`config.mk`:
```
export PLATFORM = sky130hd
export DESIGN_NAME = alu_exec_sequencer
export DESIGN_NICKNAME = d
export VERILOG_FILES = /design/src/rtl/alu_exec_sequencer_pkg.sv /design/src/rtl/alu_exec_sequencer_decode.sv /design/src/rtl/alu_exec_sequencer.sv
export SDC_FILE = /design/constraint.sdc
export NUM_CORES = 1
export LEC_CHECK = 0
export ABC_AREA = 1
export BUFFER_PORTS_ARGS = -buffer_cell sky130_fd_sc_hd__clkbuf_2
export CAP_MARGIN = 20
export CORE_UTILIZATION = 50
export CTS_BUF_LIST = sky130_fd_sc_hd__clkbuf_8
export DETAILED_ROUTE_END_ITERATION = 10
export PLACE_DENSITY = 0.82
export SLEW_MARGIN = 20
export SYNTH_ARGS = -nofsm -noshare
export SYNTH_HDL_FRONTEND = slang
export SYNTH_SLANG_ARGS = --single-unit
```
`constraint.sdc`:
```
create_clock -name clk -period 1.7 [get_ports clk]
set_input_delay 0.34 -clock clk [delete_from_list [all_inputs] [get_ports clk]]
set_output_delay 0.34 -clock clk [all_outputs]
set_load 0.05 [all_outputs]
```
`src/rtl/alu_exec_sequencer_pkg.sv`:
```
// rtl/alu_exec_sequencer_pkg.sv - shared state, instruction-class and ALU-op definitions
package alu_exec_sequencer_pkg;

    typedef enum logic [2:0] {
        ST_IDLE  = 3'd0,
        ST_RD_RN = 3'd1,
        ST_RD_RM = 3'd2,
        ST_EXEC  = 3'd3,
        ST_WB    = 3'd4
    } state_e;

    // Instruction classes (instr[15:14]); the other two codes are undefined.
    localparam logic [1:0] CLS_A = 2'b00;
    localparam logic [1:0] CLS_R = 2'b01;

    // A-type ALU opcodes (instr[13:9]); every other value is undefined.
    localparam logic [4:0] OP_ADD   = 5'd0;
    localparam logic [4:0] OP_EQUAL = 5'd1;
    localparam logic [4:0] OP_OR    = 5'd2;
    localparam logic [4:0] OP_AND   = 5'd3;
    localparam logic [4:0] OP_MINUS = 5'd4;

    // R-type conditions accepted for execution.
    localparam logic [1:0] RCOND_00 = 2'b00;
    localparam logic [1:0] RCOND_11 = 2'b11;

    function automatic logic [1:0] f_cls(input logic [15:0] i);
        return i[15:14];
    endfunction

    function automatic logic [4:0] f_op(input logic [15:0] i);
        return i[13:9];
    endfunction

    function automatic logic [2:0] f_rd_a(input logic [15:0] i);
        return i[8:6];
    endfunction

    function automatic logic [2:0] f_rn(input logic [15:0] i);
        return i[5:3];
    endfunction

    function automatic logic [2:0] f_rm(input logic [15:0] i);
        return i[2:0];
    endfunction

    function automatic logic [1:0] f_rcond(input logic [15:0] i);
        return i[13:12];
    endfunction

    function automatic logic [8:0] f_imm(input logic [15:0] i);
        return i[11:3];
    endfunction

    function automatic logic [2:0] f_rd_r(input logic [15:0] i);
        return i[2:0];
    endfunction

endpackage

```
`src/rtl/alu_exec_sequencer_decode.sv`:
```
// rtl/alu_exec_sequencer_decode.sv - combinational instruction legality and register-field decode
//
// Ports:
//   instr_i        instruction word from decode
//   legal_o        instruction is a defined A-type op or an R-type with an accepted rcond
//   needs_reads_o  instruction reads rn/rm from the register file (A-type)
//   rd_o           destination register, taken from the field of the instruction's class
//   rn_o           first source register field (A-type layout)
module alu_exec_sequencer_decode
    import alu_exec_sequencer_pkg::*;
(
    input  logic [15:0] instr_i,
    output logic        legal_o,
    output logic        needs_reads_o,
    output logic [2:0]  rd_o,
    output logic [2:0]  rn_o
);

    always_comb begin
        legal_o       = 1'b0;
        needs_reads_o = 1'b0;
        rd_o          = f_rd_a(instr_i);
        rn_o          = f_rn(instr_i);
        case (f_cls(instr_i))
            CLS_A: begin
                needs_reads_o = 1'b1;
                case (f_op(instr_i))
                    OP_ADD, OP_EQUAL, OP_OR, OP_AND, OP_MINUS: legal_o = 1'b1;
                    default:                                    legal_o = 1'b0;
                endcase
            end
            CLS_R: begin
                rd_o    = f_rd_r(instr_i);
                legal_o = (f_rcond(instr_i) == RCOND_00) || (f_rcond(instr_i) == RCOND_11);
            end
            default: begin
                legal_o = 1'b0;
            end
        endcase
    end

endmodule

```
`src/rtl/alu_exec_sequencer.sv`:
```
// rtl/alu_exec_sequencer.sv - multi-cycle execute controller between decode and regfile/ALU
//
// Ports:
//   clk, rst_n              clock (rising edge), asynchronous active-low reset
//   flush                   synchronous abort of the in-flight instruction
//   instr_valid/instr_ready decode handshake; instr is the instruction word
//   rf_raddr/rf_rdata       single read port, data returns the cycle after the address
//   rf_we/rf_waddr/rf_wdata one-cycle writeback
//   alu_rn/alu_rm/alu_instr registered ALU inputs
//   alu_rd, alu_z/n/v       combinational ALU result and status
//   flag_z/n/v              architectural flags, changed only by a writeback
//   done/illegal            retire pulse, with illegal for undefined instructions
module alu_exec_sequencer
    import alu_exec_sequencer_pkg::*;
#(
    parameter int REG_AW = 3,
    parameter int DW     = 16
) (
    input  logic              clk,
    input  logic              rst_n,
    input  logic              flush,
    input  logic              instr_valid,
    output logic              instr_ready,
    input  logic [15:0]       instr,
    output logic [REG_AW-1:0] rf_raddr,
    input  logic [DW-1:0]     rf_rdata,
    output logic              rf_we,
    output logic [REG_AW-1:0] rf_waddr,
    output logic [DW-1:0]     rf_wdata,
    output logic [DW-1:0]     alu_rn,
    output logic [DW-1:0]     alu_rm,
    output logic [15:0]       alu_instr,
    input  logic [DW-1:0]     alu_rd,
    input  logic              alu_z,
    input  logic              alu_n,
    input  logic              alu_v,
    output logic              flag_z,
    output logic              flag_n,
    output logic              flag_v,
    output logic              done,
    output logic              illegal
);

    state_e              state_q, state_d;
    logic [15:0]         alu_instr_q;
    logic [DW-1:0]       alu_rn_q, alu_rm_q;
    logic [REG_AW-1:0]   rd_q;
    logic                illegal_q;
    logic [DW-1:0]       res_q;
    logic                stg_z_q, stg_n_q, stg_v_q;
    logic                flag_z_q, flag_n_q, flag_v_q;

    logic                dec_legal, dec_needs_reads;
    logic [2:0]          dec_rd, dec_rn;
    logic                accept;

    alu_exec_sequencer_decode u_decode (
        .instr_i       (instr),
        .legal_o       (dec_legal),
        .needs_reads_o (dec_needs_reads),
        .rd_o          (dec_rd),
        .rn_o          (dec_rn)
    );

    // Gating with rst_n keeps ready low while reset is held, even though the FSM already sits in IDLE.
    assign instr_ready = rst_n && (state_q == ST_IDLE) && !flush;
    assign accept      = instr_ready && instr_valid;

    always_comb begin
        state_d  = state_q;
        rf_raddr = '0;
        rf_we    = 1'b0;
        rf_waddr = '0;
        rf_wdata = '0;
        done     = 1'b0;
        illegal  = 1'b0;
        case (state_q)
            ST_IDLE: begin
                if (accept) begin
                    // rn is addressed straight from decode so its data lands in RD_RN.
                    rf_raddr = REG_AW'(dec_rn);
                    if (!dec_legal) begin
                        state_d = ST_WB;
                    end else if (dec_needs_reads) begin
                        state_d = ST_RD_RN;
                    end else begin
                        state_d = ST_EXEC;
                    end
                end
            end
            ST_RD_RN: begin
                rf_raddr = REG_AW'(f_rm(alu_instr_q));
                state_d  = ST_RD_RM;
            end
            ST_RD_RM: begin
                state_d = ST_EXEC;
            end
            ST_EXEC: begin
                state_d = ST_WB;
            end
            ST_WB: begin
                state_d = ST_IDLE;
                if (!flush) begin
                    done    = 1'b1;
                    illegal = illegal_q;
                    if (!illegal_q) begin
                        rf_we    = 1'b1;
                        rf_waddr = rd_q;
                        rf_wdata = res_q;
                    end
                end
            end
            default: begin
                state_d = ST_IDLE;
            end
        endcase
        if (flush) begin
            state_d = ST_IDLE;
        end
    end

    always_ff @(posedge clk or negedge rst_n) begin
        if (!rst_n) begin
            state_q <= ST_IDLE;
        end else begin
            state_q <= state_d;
        end
    end

    always_ff @(posedge clk or negedge rst_n) begin
        if (!rst_n) begin
            alu_instr_q <= '0;
            alu_rn_q    <= '0;
            alu_rm_q    <= '0;
            rd_q        <= '0;
            illegal_q   <= 1'b0;
            res_q       <= '0;
            stg_z_q     <= 1'b0;
            stg_n_q     <= 1'b0;
            stg_v_q     <= 1'b0;
            flag_z_q    <= 1'b0;
            flag_n_q    <= 1'b0;
            flag_v_q    <= 1'b0;
        end else begin
            if (accept) begin
                alu_instr_q <= instr;
                rd_q        <= REG_AW'(dec_rd);
                illegal_q   <= !dec_legal;
                // R-type never reads operands, so they are presented as zero.
                alu_rn_q    <= '0;
                alu_rm_q    <= '0;
            end
            if (state_q == ST_RD_RN) begin
                alu_rn_q <= rf_rdata;
            end
            if (state_q == ST_RD_RM) begin
                alu_rm_q <= rf_rdata;
            end
            if (state_q == ST_EXEC) begin
                res_q   <= alu_rd;
                stg_z_q <= alu_z;
                stg_n_q <= alu_n;
                stg_v_q <= alu_v;
            end
            // rf_we already excludes flush and illegal, so flags move only with a real writeback.
            if (rf_we) begin
                flag_z_q <= stg_z_q;
                flag_n_q <= stg_n_q;
                flag_v_q <= stg_v_q;
            end
        end
    end

    assign alu_instr = alu_instr_q;
    assign alu_rn    = alu_rn_q;
    assign alu_rm    = alu_rm_q;
    assign flag_z    = flag_z_q;
    assign flag_n    = flag_n_q;
    assign flag_v    = flag_v_q;

endmodule

```
# After elaboration in Yosys (flattened, before gate mapping)
# Cells that the tools add are included.
# Widths: inputs -> output; s select.
totals:
  inputBits: 55
  wordCells: 64
  output_inout_bits: 77
  register_bits: 77
classes:
  n_reduce_logical: 13
  mux: 27
  n_eq_ne: 11
op_table:
  columns: ["operator", "n"]
  rows:
  - ["$mux 16", 6]
  - ["$mux 3", 8]
  - ["$pmux 3 s4", 1]
  - ["$eq 5x2->1 const B", 2]
  - ["$mux 1", 9]
  - ["$eq 3x2->1 const B", 2]
  - ["$pmux 3 s2", 1]
  - ["$eq 5x1->1 const B", 1]
  - ["$eq 5x3->1 const B", 1]
  - ["$logic_not 5->1", 1]
  - ["$reduce_or 5->1", 1]
  - ["$logic_not 2->1", 2]
  - ["$reduce_bool 2->1", 2]
  - ["$eq 3x1->1 const B", 1]
  - ["$eq 3x3->1 const B", 1]
  - ["$logic_and 1x1->1", 3]
  - ["$logic_not 3->1", 1]
  - ["$ne 3x3->1 const B", 1]
  - ["$eq 2x1->1 const B", 1]
  - ["$eq 2x2->1 const B", 1]
  - ["$logic_not 1->1", 2]
  - ["$mux 2", 1]
  - ["$pmux 1 s2", 1]
  - ["$logic_or 1x1->1", 1]

# Longest topological paths before layout
# Gate-level depths: netlist (run 1).
depth:
  word_depth: 8
  ltp_mapped: 8
  mapped_depth_nobuf: 8

# Cells and area by module
# From an unflattened synthesis (run 1), not the netlist that was laid out.
unflattened:
  cells_unflattened: 413
  hier_area_um2: 3384.5
by_module_without_submodules:
  columns: ["module", "seq_area_each_um2", "cells_per_inst", "area_each_um2", "instances"]
  rows:
  - ["alu_exec_sequencer", 1926.8, 385, 3259.4, 1]
  - ["alu_exec_sequencer_decode", 0.0, 28, 125.1, 1]

# Least setup slack after synthesis (run 1)
# No wires, ideal clock.
synth_path:
  path_type: "flip-flop to output port"
  start: "register state_q[0]"
  end: "output port rf_waddr[2]"
  t_arrival_ns: 1.935
  stages_incl_launch_ff: 9
  n_path_buf: 1
  setup_slack_ns: -0.575
  required_ns: 1.360
  path_cell_list: "dfrtp_1 -> inv_2 -> nand2_1 -> nor2_2 -> inv_2 -> nor2_4 -> nand2_4 -> buf_6 -> nor2_1"
synth_between:
  elab_chain_len: 2
synth_lines:
  columns: ["element", "line", "rtl"]
  rows:
  - ["start: declaration", "alu_exec_sequencer.sv:44", "state_e state_q, state_d;"]
  - ["start signal: assignment", "alu_exec_sequencer.sv:126", "state_q <= state_d;"]
  - ["$eq 3x3->1", "alu_exec_sequencer.sv:77", "case (state_q)"]
  - ["$mux 3", "alu_exec_sequencer.sv:77", null]
  - ["end: declaration", "alu_exec_sequencer.sv:28", "output logic [REG_AW-1:0] rf_waddr,"]
# No other way between the ends.

# Worst setup path after layout (run 1)
layout_path:
  start: "register state_q[1]"
  end: "output port rf_raddr[0]"
layout_between:
  elab_chain_len: 6
  elab_cells_between_ends: 7
  classes_between: "eq/ne: 1; mux: 2; reduce/logical: 4"
layout_lines:
  columns: ["element", "line", "rtl"]
  rows:
  - ["$logic_not 3->1", "alu_exec_sequencer.sv:66, alu_exec_sequencer.sv:77", null]
  - ["$logic_and 1x1->1 (2 in a row)", "alu_exec_sequencer.sv:66", "assign instr_ready = rst_n && (state_q == ST_IDLE) && !flush;"]
  - ["$logic_and 1x1->1", "alu_exec_sequencer.sv:67", "assign accept = instr_ready && instr_valid;"]
  - ["$mux 3", "alu_exec_sequencer.sv:79", "if (accept) begin"]
  - ["$pmux 3 s2 *", "alu_exec_sequencer.sv:77", null]
  - ["end: declaration", "alu_exec_sequencer.sv:25", "output logic [REG_AW-1:0] rf_raddr,"]
# Every way passes the cells marked *; elsewhere a longest branch is shown, timed or not.

==> results of run 1 <==
[state kept, by name, indices dropped and copies added (netlist names)]
name and cells:
alu_instr 16, alu_rm 16, alu_rn 16, flag_n 1
flag_v 1, flag_z 1, illegal_q 1, rd_q 3
res_q 16, state_q 3, stg_n_q 1, stg_v_q 1
stg_z_q 1
[cell type report]
class | count | share of cell area (%)
flip-flops and latches | 77 | 40.2
inverters | 57 | 4.52
well taps | 77 | 2.01
multi-input cells | 219 | 24.9
repair buffers | 156 | 24.2
clock inverters | 6 | 1.33
clock buffers | 10 | 2.87
[synth_stat cells (3+ instances only)]
cell type	n	share of area (%)
dfrtp_1	77	59
nand2_1	56	6.4
inv_1	52	5.9
o21ai_0	46	7.0
nor2_1	37	4.2
nand3_1	36	5.5
a21oi_1	21	3.2
buf_2	8	1.2
o21ai_1	7	1.1
nor2_2	6	1.1
buf_6	5	1.7
clkbuf_1	5	0.57
inv_2	5	0.57
nor2_4	3	1.0
[timing repair]
item                                    4_1_cts  5_1_grt
hold buffers                                  0        0
setup buffers                                 5        7
hold endpoints to repair                      0        0
endpoints found under the setup margin       26       31
resized for setup                            65       31
gates cloned                                  2        0
pin swaps                                     3        5
[worst min-delay path: cells and delay by family]
| kind | cells | cell delay (ns) |
|---|---|---|
| buffers and inverters | 1 | 0.09 |
| AND/OR/NAND/NOR | 2 | 0.10 |
[logic make-up (layout without fill, tap and decap cells)]
logic type / count (synthesis) / count (layout) / synth area share (%)
AND/OR/NAND/NOR: 142 / 144 / 19.7
flip-flops: 77 / 77 / 58.6
buffers and inverters: 76 / 229 / 10.2
AO/OA/AOI/OAI: 75 / 75 / 11.5
[routing by layer]
layer	global-route usage (%)	vias to the layer above
met5	0	-
met4	9.25	0
met3	6.06	11
met2	40.3	109
met1	30.6	1380
li1	-	1461
[path summary, 6_finish.rpt]
kind,from,end,slack (ns),cells past startpoint
max in group asynchronous,rst_n,alu_instr[9]$_DFFE_PN0P_,0.82,2
hold / removal,instr[11],alu_instr[11]$_DFFE_PN0P_,0.22,3
setup reg to reg,state_q[1]$_DFFE_PN0P_,rd_q[1]$_DFFE_PN0P_,0.10,10
min in group asynchronous,rst_n,state_q[1]$_DFFE_PN0P_,0.26,2
setup / recovery,state_q[1]$_DFFE_PN0P_,rf_raddr[0],-0.30,8
hold reg to reg,alu_instr[6]$_DFFE_PN0P_,alu_instr[6]$_DFFE_PN0P_,0.49,2
[where the power goes]
part           switching (mW)  internal, mW
combinational           0.842         0.280
clock                   0.649         0.716
sequential             0.0946          2.01
total                    1.59          3.00
[layout by cell type (no fill, tap or decap), drive strengths merged]
cell / netlist / layout
buf: 14 / 48
clkinvlp: 0 / 1
nand4: 1 / 1
dfrtp: 77 / 77
nor3: 1 / 1
clkbuf: 5 / 118
bufinv: 0 / 1
nand2: 57 / 59
inv: 57 / 58
nand3: 37 / 37
clkinv: 0 / 3
a21oi: 21 / 21
o21ai: 54 / 54
nor2: 46 / 46
[stage by stage]
stage                     worst slack (ns)  cell area [sq um]  std cells  utilization (%)  total power, mW
after floorplan                     -0.353               3350        370                -             2.86
after global placement             0.00140               4110        573             64.8             3.16
after detailed placement           -0.0500               4110        573             64.8             3.19
after CTS                           -0.313               4670        596             73.5             4.60
after global routing                -0.387               4790        602             75.4             4.81
final                               -0.305               4790        602             75.4             4.59
==> results.md, run 1 <==
- DR top layer: met4
- Shortest period the worst path allows: 2.00 ns
- Core area: 0.00635 sq mm
- Post-synth ARST share: 100%
- Die W: 83.1 um
- Fin Hold WS: 0.223 ns
- Leak: 2.59 nW
- Register area share after synthesis: 58.6%
- First-pass GRT wire length: 13,400 um
- Tcrit/Tclk final: 118%
- Ratio of cells with drive above 1 in the final layout: 41.1%
- Seq cells post-synth: 77
- CTS tree: yes
- WS Path Type: register to output port
- Post-route setup TNS: -6.91 ns
- Setup crit end kind: output port
- Crit start category: register
- Max VDD drop: 0.766 mV
- RSZ-0062 raised after global routing: true
- Vert. Die Dim: 83.1 um
- Fin. Hold Viols: 0
- Cell Area, Synth: 0.00329 sq mm
- Status: finished with violations
- Total wire length: 8030 um
- Synth Flop Type: dfrtp_1
- Library cells used by synthesis: 20
- Dpl hpwl: 5210 um
- Multi-input gate area: 0.00119 sq mm
- Overflow after GRT: 0
- Vias in the first global route: 2,904
- WL/cell: 13.3 um
- H-Tree Depth: 3
- Clock transition at path regs: 0.08 ns
- CP max stage delay: 0.40 ns
- DRC viols: 0
- HP Class: input port to register
- Critical Path Fanout Max: 4
- M1 WL: 3280 um
- Starting Density: 51.8%
- Nets: 575
- Crit path cell chain: buf_4, buf_6, nor2_4, nand4_4, inv_4, nand2_2, o21ai_2, buf_8
- Number of I/O pins: 132
- Initial antenna violation count: 0
- Worst EP arrival: 1.66 ns
- Antenna diodes: 0
- # rows: 29
- CTS Buffer Depth: 2
- Slew @ Worst Pin: 0.922 ns
- Post-synth EDFFs: 0
- Clk root buf: clkbuf_8
- Power Dens Cells: 958 mW/mm^2
- Metal2 WL: 4120 um
- Die Area: 0.00691 sq mm
- Worst slew margin: 38.5%
- Mapped Cells: 370
- Failing checks: setup timing
- CP Buf/Inv Count: 4
- Critical Path RT: 1.36 ns
- Max Transition Viols Final: 0
- Fmax: 0.499 GHz
- Final WS setup: -0.305 ns
- Syn avg cell area: 8.89 sq um
- Drt pass-1 iters: 4
- Port Buffer Count: 131
- Slowest stage cell, crit path: dfrtp_1
- Vias per inst: 4.92
- Max Cap Viol: 0
- Largest net degree at the start of global routing: 78
- Clock sink total: 77
- Total CTS buffers: 9
- Number of fill cells: 458
- Syn Nets: 425
- YS warnings: 0
- 1st-iter DRT viols: 115
- Synthesis-to-finish area growth: 45.6%
- Post-DRT Antenna Nets: 0
- Later-pin clock latency in the skew report: 0.33 ns
- Sequential standard cell area: 0.00193 sq mm
- Gp weighted congestion: 0.746
- GRT Total Usage: 24.2%
- Final setup viols: 26
- Met3 WL: 511 um
- Family with the most delay on the worst path: buffers and inverters
- Via count: 2,961
- Clock Skew: 0.00855 ns
Note: power is estimated with default switching activity, not from simulation.
==> inputs of run 2 (changes only) <==
--- a/config.mk
+++ b/config.mk
@@ -8,10 +8,10 @@
 export ABC_AREA = 1
 export BUFFER_PORTS_ARGS = -buffer_cell sky130_fd_sc_hd__clkbuf_2
 export CAP_MARGIN = 20
-export CORE_UTILIZATION = 50
+export CORE_UTILIZATION = 31
 export CTS_BUF_LIST = sky130_fd_sc_hd__clkbuf_8
 export DETAILED_ROUTE_END_ITERATION = 10
-export PLACE_DENSITY = 0.82
+export SKIP_CTS_REPAIR_TIMING = 1
 export SLEW_MARGIN = 20
 export SYNTH_ARGS = -nofsm -noshare
 export SYNTH_HDL_FRONTEND = slang
==> constraint.sdc (replaced) <==
create_clock -name clk -period 2.2 [get_ports clk]
set_input_delay 0.44 -clock clk [delete_from_list [all_inputs] [get_ports clk]]
set_output_delay 0.44 -clock clk [all_outputs]
set_load 0.05 [all_outputs]
==> run 2 against run 1 <==
  * The flow still finishes with violations (setup timing)
  * Hold slack improved by 0.085 ns
  * Clock skew increased by 0.0021 ns
  * Count of clock-buffer cells in the layout increased by 1
  * Critical path type unchanged
==> results.md, run 2 (synthesis gave the netlist of run 1 again) <==
- Status: finished with violations
- Failing checks: setup timing
- Clock power frac: 30.4%
- Power Dens Cells: 764 mW/mm^2
- Ratio of cells with drive above 1 in the final layout: 38.5%
- Critical Path Fanout Max: 7
- Fin cells: 648
- Vert. Die Dim: 105 um
- WL/cell: 12.8 um
- Crit start category: register
- Net Sw Frac: 34.2%
- Leak: 2.48 nW
- Final WS setup: -0.0199 ns
- Slew @ Worst Pin: 0.961 ns
- Tcrit/Tclk final: 101%
- Clk root buf: clkbuf_8
- WS Path Type: register to output port
- # rows: 37
- Starting Density: 31.9%
- RSZ-0062 raised after global routing: true
- Total wire length: 8270 um
- Die Area: 0.0110 sq mm
- HP Class: input port to register
- Max Transition Viols Final: 0
- CTS tree: yes
- Synthesis-to-finish area growth: 40.6%
- Number of I/O pins: 132
- DRC viols: 0
- Pre-CTS WS: 0.219 ns
- Sequential share of power: 45.8%
- GRT Total Usage: 14.7%
- Largest net degree at the start of global routing: 78
- Clock sink total: 77
- First-pass GRT wire length: 12,800 um
- Fin. Hold Viols: 0
- Worst EP arrival: 1.78 ns
- Worst r2r src: state_q[1]$_DFFE_PN0P_
- Die W: 105 um
- Combinational power share: 23.8%
- Core area: 0.0103 sq mm
- CTS Buffer Depth: 2
- Vias per inst: 4.43
- Crit. Startpoint: state_q[0]$_DFFE_PN0P_
- Clock transition at path regs: 0.08 ns
- Most common cell after layout, fill and taps aside: clkbuf_2
- Hold Path Origin: instr[7]
- Placed Area: 0.00407 sq mm
- Design area: 0.00463 sq mm
- Post-DRT Antenna Nets: 0
- Fmax: 0.450 GHz
- Worst slew margin: 36.0%
- Dpl hpwl: 5480 um
- Antenna diodes: 0
- Vias in the first global route: 2,731
- Max Cap Viol: 0
- Via count: 2,871
- Initial antenna violation count: 0
- Internal: 2.33 mW
- Clock Skew: 0.0106 ns
- Port Buffer Count: 131
- Final setup viols: 6
- Psw: 1.21 mW
- Overflow after GRT: 0
- Drt pass-1 iters: 4
- Max VDD drop: 0.279 mV
- Shortest period the worst path allows: 2.22 ns
- Leading cell types in the layout, fill and taps excluded: clkbuf_2 (106), dfrtp_1 (75), nand2_1 (55)
- Gp weighted congestion: 0.735
- Setup crit end kind: output port
- Nets: 563
- Critical Path RT: 1.76 ns
- 1st-iter DRT viols: 131
- H-Tree Depth: 3
- Dpl cells: 624
- Post-route setup TNS: -0.0735 ns
- Later-pin clock latency in the skew report: 0.34 ns
- Total CTS buffers: 9
==> run 2: layout make-up <==
class / instances / area [sq um]
Tap cell: 136 / 170
Sequential cell: 77 / 1930
Clock inverter: 4 / 47.5
Inverter: 57 / 214
Multi-Input combinational cell: 219 / 1180
Timing Repair Buffer: 144 / 931
Fill cell: 1017 / 5700
Clock buffer: 11 / 151
==> run 2: stage by stage <==
stage	total power, mW	hold WS, ns	utilization, %
global route	3.71	0.290	44.8
detailed placement	2.46	0.468	39.4
global placement	2.44	0.464	39.4
floorplan	2.21	0.144	-
finish	3.54	0.308	44.8
CTS	3.55	0.289	41.3
==> run 2: final timing paths <==
kind                                             to  slack, ns  cells past startpoint
max in group asynchronous    state_q[1]$_DFFE_PN0P_       1.17                      2
min                        alu_instr[7]$_DFFE_PN0P_       0.31                      3
max                                     rf_wdata[7]      -0.02                      9
max reg2reg                  state_q[2]$_DFFE_PN0P_       0.63                      7
min reg2reg                alu_instr[3]$_DFFE_PN0P_       0.49                      2
min in group asynchronous       rd_q[1]$_DFFE_PN0P_       0.38                      2
==> run 2: layer usage <==
metal  vias to the layer above  wire length, um  track usage, %
met4                         0              100            6.14
met5                         -                0               0
met1                      1333             3660            18.8
li1                       1435                -               -
met3                        10              588            5.12
met2                        93             3910            22.6
==> run 2: power by group through the flow <==
stage | clock network [mW] | logic [mW] | registers [mW]
detailed placement | 0 | 0.811 | 1.65
floorplan | 0 | 0.203 | 2.00
global placement | 0 | 0.801 | 1.64
finish | 1.08 | 0.841 | 1.62
CTS | 1.12 | 0.811 | 1.62
global route | 1.17 | 0.904 | 1.64
==> run 2: worst max-delay path, cell delays in order, from the launching register on <==
cell and delay (ns):
dfrtp_2 0.44, inv_2 0.07, nand2_2 0.05, nor2_2 0.12, inv_2 0.06, nor2_4 0.14, buf_6 0.13, nand2_8 0.10
nor2_4 0.17, buf_8 0.15
==> inputs of run 3 (changes only) <==
--- a/config.mk
+++ b/config.mk
@@ -11,7 +11,7 @@
 export CORE_UTILIZATION = 31
 export CTS_BUF_LIST = sky130_fd_sc_hd__clkbuf_8
 export DETAILED_ROUTE_END_ITERATION = 10
-export SKIP_CTS_REPAIR_TIMING = 1
+export MAX_ROUTING_LAYER = met4
 export SLEW_MARGIN = 20
 export SYNTH_ARGS = -nofsm -noshare
 export SYNTH_HDL_FRONTEND = slang
==> run 3 against run 2 <==
  * The run now ends clean
  * Combinational power hardly changed
  * Wire length down 1.3%
  * First-iteration DRC count down 2.3%
  * Design area grew 0.68%
  * Sequential share of layout area is 0.31 points lower
  * Register-to-register slack gained 0.03 ns
  * Via count shrank 0.80%
  * Global-route usage is 0.98 points higher
  * Fmax is 2.9% higher
  * Hold slack got worse by 0.0025 ns
  * Flip-flop and latch count did not move
==> results.md, run 3 (synthesis gave the netlist of run 1 again) <==
- Crit start category: register
- Dpl cells: 624
- Max VDD drop: 0.279 mV
- Number of fill cells: 1,005
- Shortest period the worst path allows: 2.16 ns
- GRT Total Usage: 15.7%
- Max Transition Viols Final: 0
- CP Depth: 9
- Leak: 2.49 nW
- Gp weighted congestion: 0.744
- RSZ-0062 raised after global routing: true
- Port Buffer Count: 131
- Worst EP arrival: 1.72 ns
- HP Class: input port to register
- Total wire length: 8160 um
- Psw: 1.22 mW
- Clock transition at path regs: 0.08 ns
- Crit path cell chain: inv_2, nand2_2, nor2_2, inv_2, nor2_4, buf_12, nand2_8, nor2_4, buf_8
- CTS tree: yes
- Pre-CTS WS: 0.219 ns
- WL/cell: 12.6 um
- Design area: 0.00466 sq mm
- Fmax: 0.464 GHz
- Clock power frac: 30.6%
- Hold Path Origin: instr[8]
- Worst slew margin: 35.5%
- Placed Area: 0.00407 sq mm
- Core area: 0.0103 sq mm
- Crit. Startpoint: state_q[0]$_DFFE_PN0P_
- Post-DRT Antenna Nets: 0
- DRC viols: 0
- Fin. Hold Viols: 0
- Vias in the first global route: 2,813
- Nets: 562
- Starting Density: 31.9%
- Synthesis-to-finish area growth: 41.6%
- Internal: 2.33 mW
- Worst r2r src: state_q[0]$_DFFE_PN0P_
- Slowest stage cell, crit path: dfrtp_2
- # rows: 37
- H-Tree Depth: 3
- 1st-iter DRT viols: 128
- Leading cell types in the layout, fill and taps excluded: clkbuf_2 (106), dfrtp_1 (76), nand2_1 (55)
- Critical Path Fanout Max: 8
- Drt pass-1 iters: 4
- Die Area: 0.0110 sq mm
- Combinational power share: 23.8%
- Setup crit end kind: output port
- CP Buf/Inv Count: 4
- Multi-input gate area: 0.00117 sq mm
- Final setup viols: 0
- Net Sw Frac: 34.4%
- Clock Skew: 0.0132 ns
- Reg-to-reg endpoint: state_q[2]$_DFFE_PN0P_
- Power Dens Cells: 761 mW/mm^2
- Total CTS buffers: 9
- Sequential standard cell area: 0.00193 sq mm
- Pwr Total: 3.55 mW
- Dpl hpwl: 5480 um
- Critical Path RT: 1.76 ns
- Via count: 2,848
- Reg-to-reg slack, setup: 0.66 ns
- Clock sink total: 77
- CTS Buffer Depth: 2
- Die W: 105 um
- Tcrit/Tclk final: 98.1%
- Ratio of cells with drive above 1 in the final layout: 38.0%
- First-pass GRT wire length: 13,300 um
- Sequential share of power: 45.6%
- Antenna diodes: 0
- CP max stage delay: 0.42 ns
- Slew @ Worst Pin: 0.968 ns
- Vert. Die Dim: 105 um
- Vias per inst: 4.40
- Final WS setup: 0.0425 ns
- Number of I/O pins: 132
- Post-route setup TNS: 0 ns
- Max Cap Viol: 0
- Crit path to: rf_wdata[0]
- Largest net degree at the start of global routing: 78
- Family with the most delay on the worst path: simple AND/OR/NAND/NOR gates
- Fin cells: 647
- Overflow after GRT: 0
- Worst R2R Path Depth: 7
- Most common cell after layout, fill and taps aside: clkbuf_2
- Clk root buf: clkbuf_8
- Later-pin clock latency in the skew report: 0.35 ns
- WS Path Type: register to output port
- Initial antenna violation count: 0
- Status: finished, final reports clean
==> run 3: cell count changes in the layout (fill, tap and decap cells not counted), sizes merged <==
cell | previous run | this run
clkbuf | 118 | 120
buf | 37 | 34
==> run 3: what timing repair did <==
item                                    in CTS  in global routing
gates cloned                                 2                  0
pin swaps                                    1                  5
gates resized for setup                     42                 51
hold buffers                                 0                  0
buffers inserted                             4                  2
endpoints found under the setup margin      20                 23
==> run 3: metal layers <==
metal  GRT usage [%]  wire length [um]
met2            24.0              3840
met4            6.34               131
met3            4.43               524
met5               -                 0
met1            19.6              3660
==> run 3: power by group through the flow <==
stage / registers, mW / logic, mW / clock network, mW
after floorplan: 2.00 / 0.203 / 0
after global placement: 1.64 / 0.801 / 0
after detailed placement: 1.65 / 0.811 / 0
after CTS: 1.62 / 0.833 / 1.12
after global routing: 1.64 / 0.905 / 1.17
final: 1.62 / 0.843 / 1.09
==> run 3: final cells by class <==
class	count	area share, %
multi-input cells	219	25.2
clock inverters	4	1.02
repair buffers	143	20.9
well taps	136	3.65
flip-flops and latches	77	41.4
clock buffers	11	3.25
inverters	57	4.59
==> run 3: tightest hold or removal path, delay by kind of cell <==
kind                   cells  cell delay, ns
buffers and inverters      1            0.09
and+or+nand+nor            2            0.10
==> run 3: metrics by stage <==
step           util, %  hold WS [ns]
3_5_place_dp      39.4         0.468
6_report          45.1         0.305
4_1_cts           43.7         0.289
5_1_grt           45.1         0.290
3_3_place_gp      39.4         0.464
2_1_floorplan        -         0.144
==> run 3: worst min path at each step <==
stage	slack [ns]	cells past startpoint	to
after floorplan	0.14	0	alu_instr[0]$_DFFE_PN0P_
after global placement	0.46	2	alu_instr[8]$_DFFE_PN0P_
after detailed placement	0.47	2	alu_instr[9]$_DFFE_PN0P_
after CTS	0.29	3	alu_instr[11]$_DFFE_PN0P_
after global routing	0.29	3	alu_instr[8]$_DFFE_PN0P_
final	0.31	3	alu_instr[8]$_DFFE_PN0P_
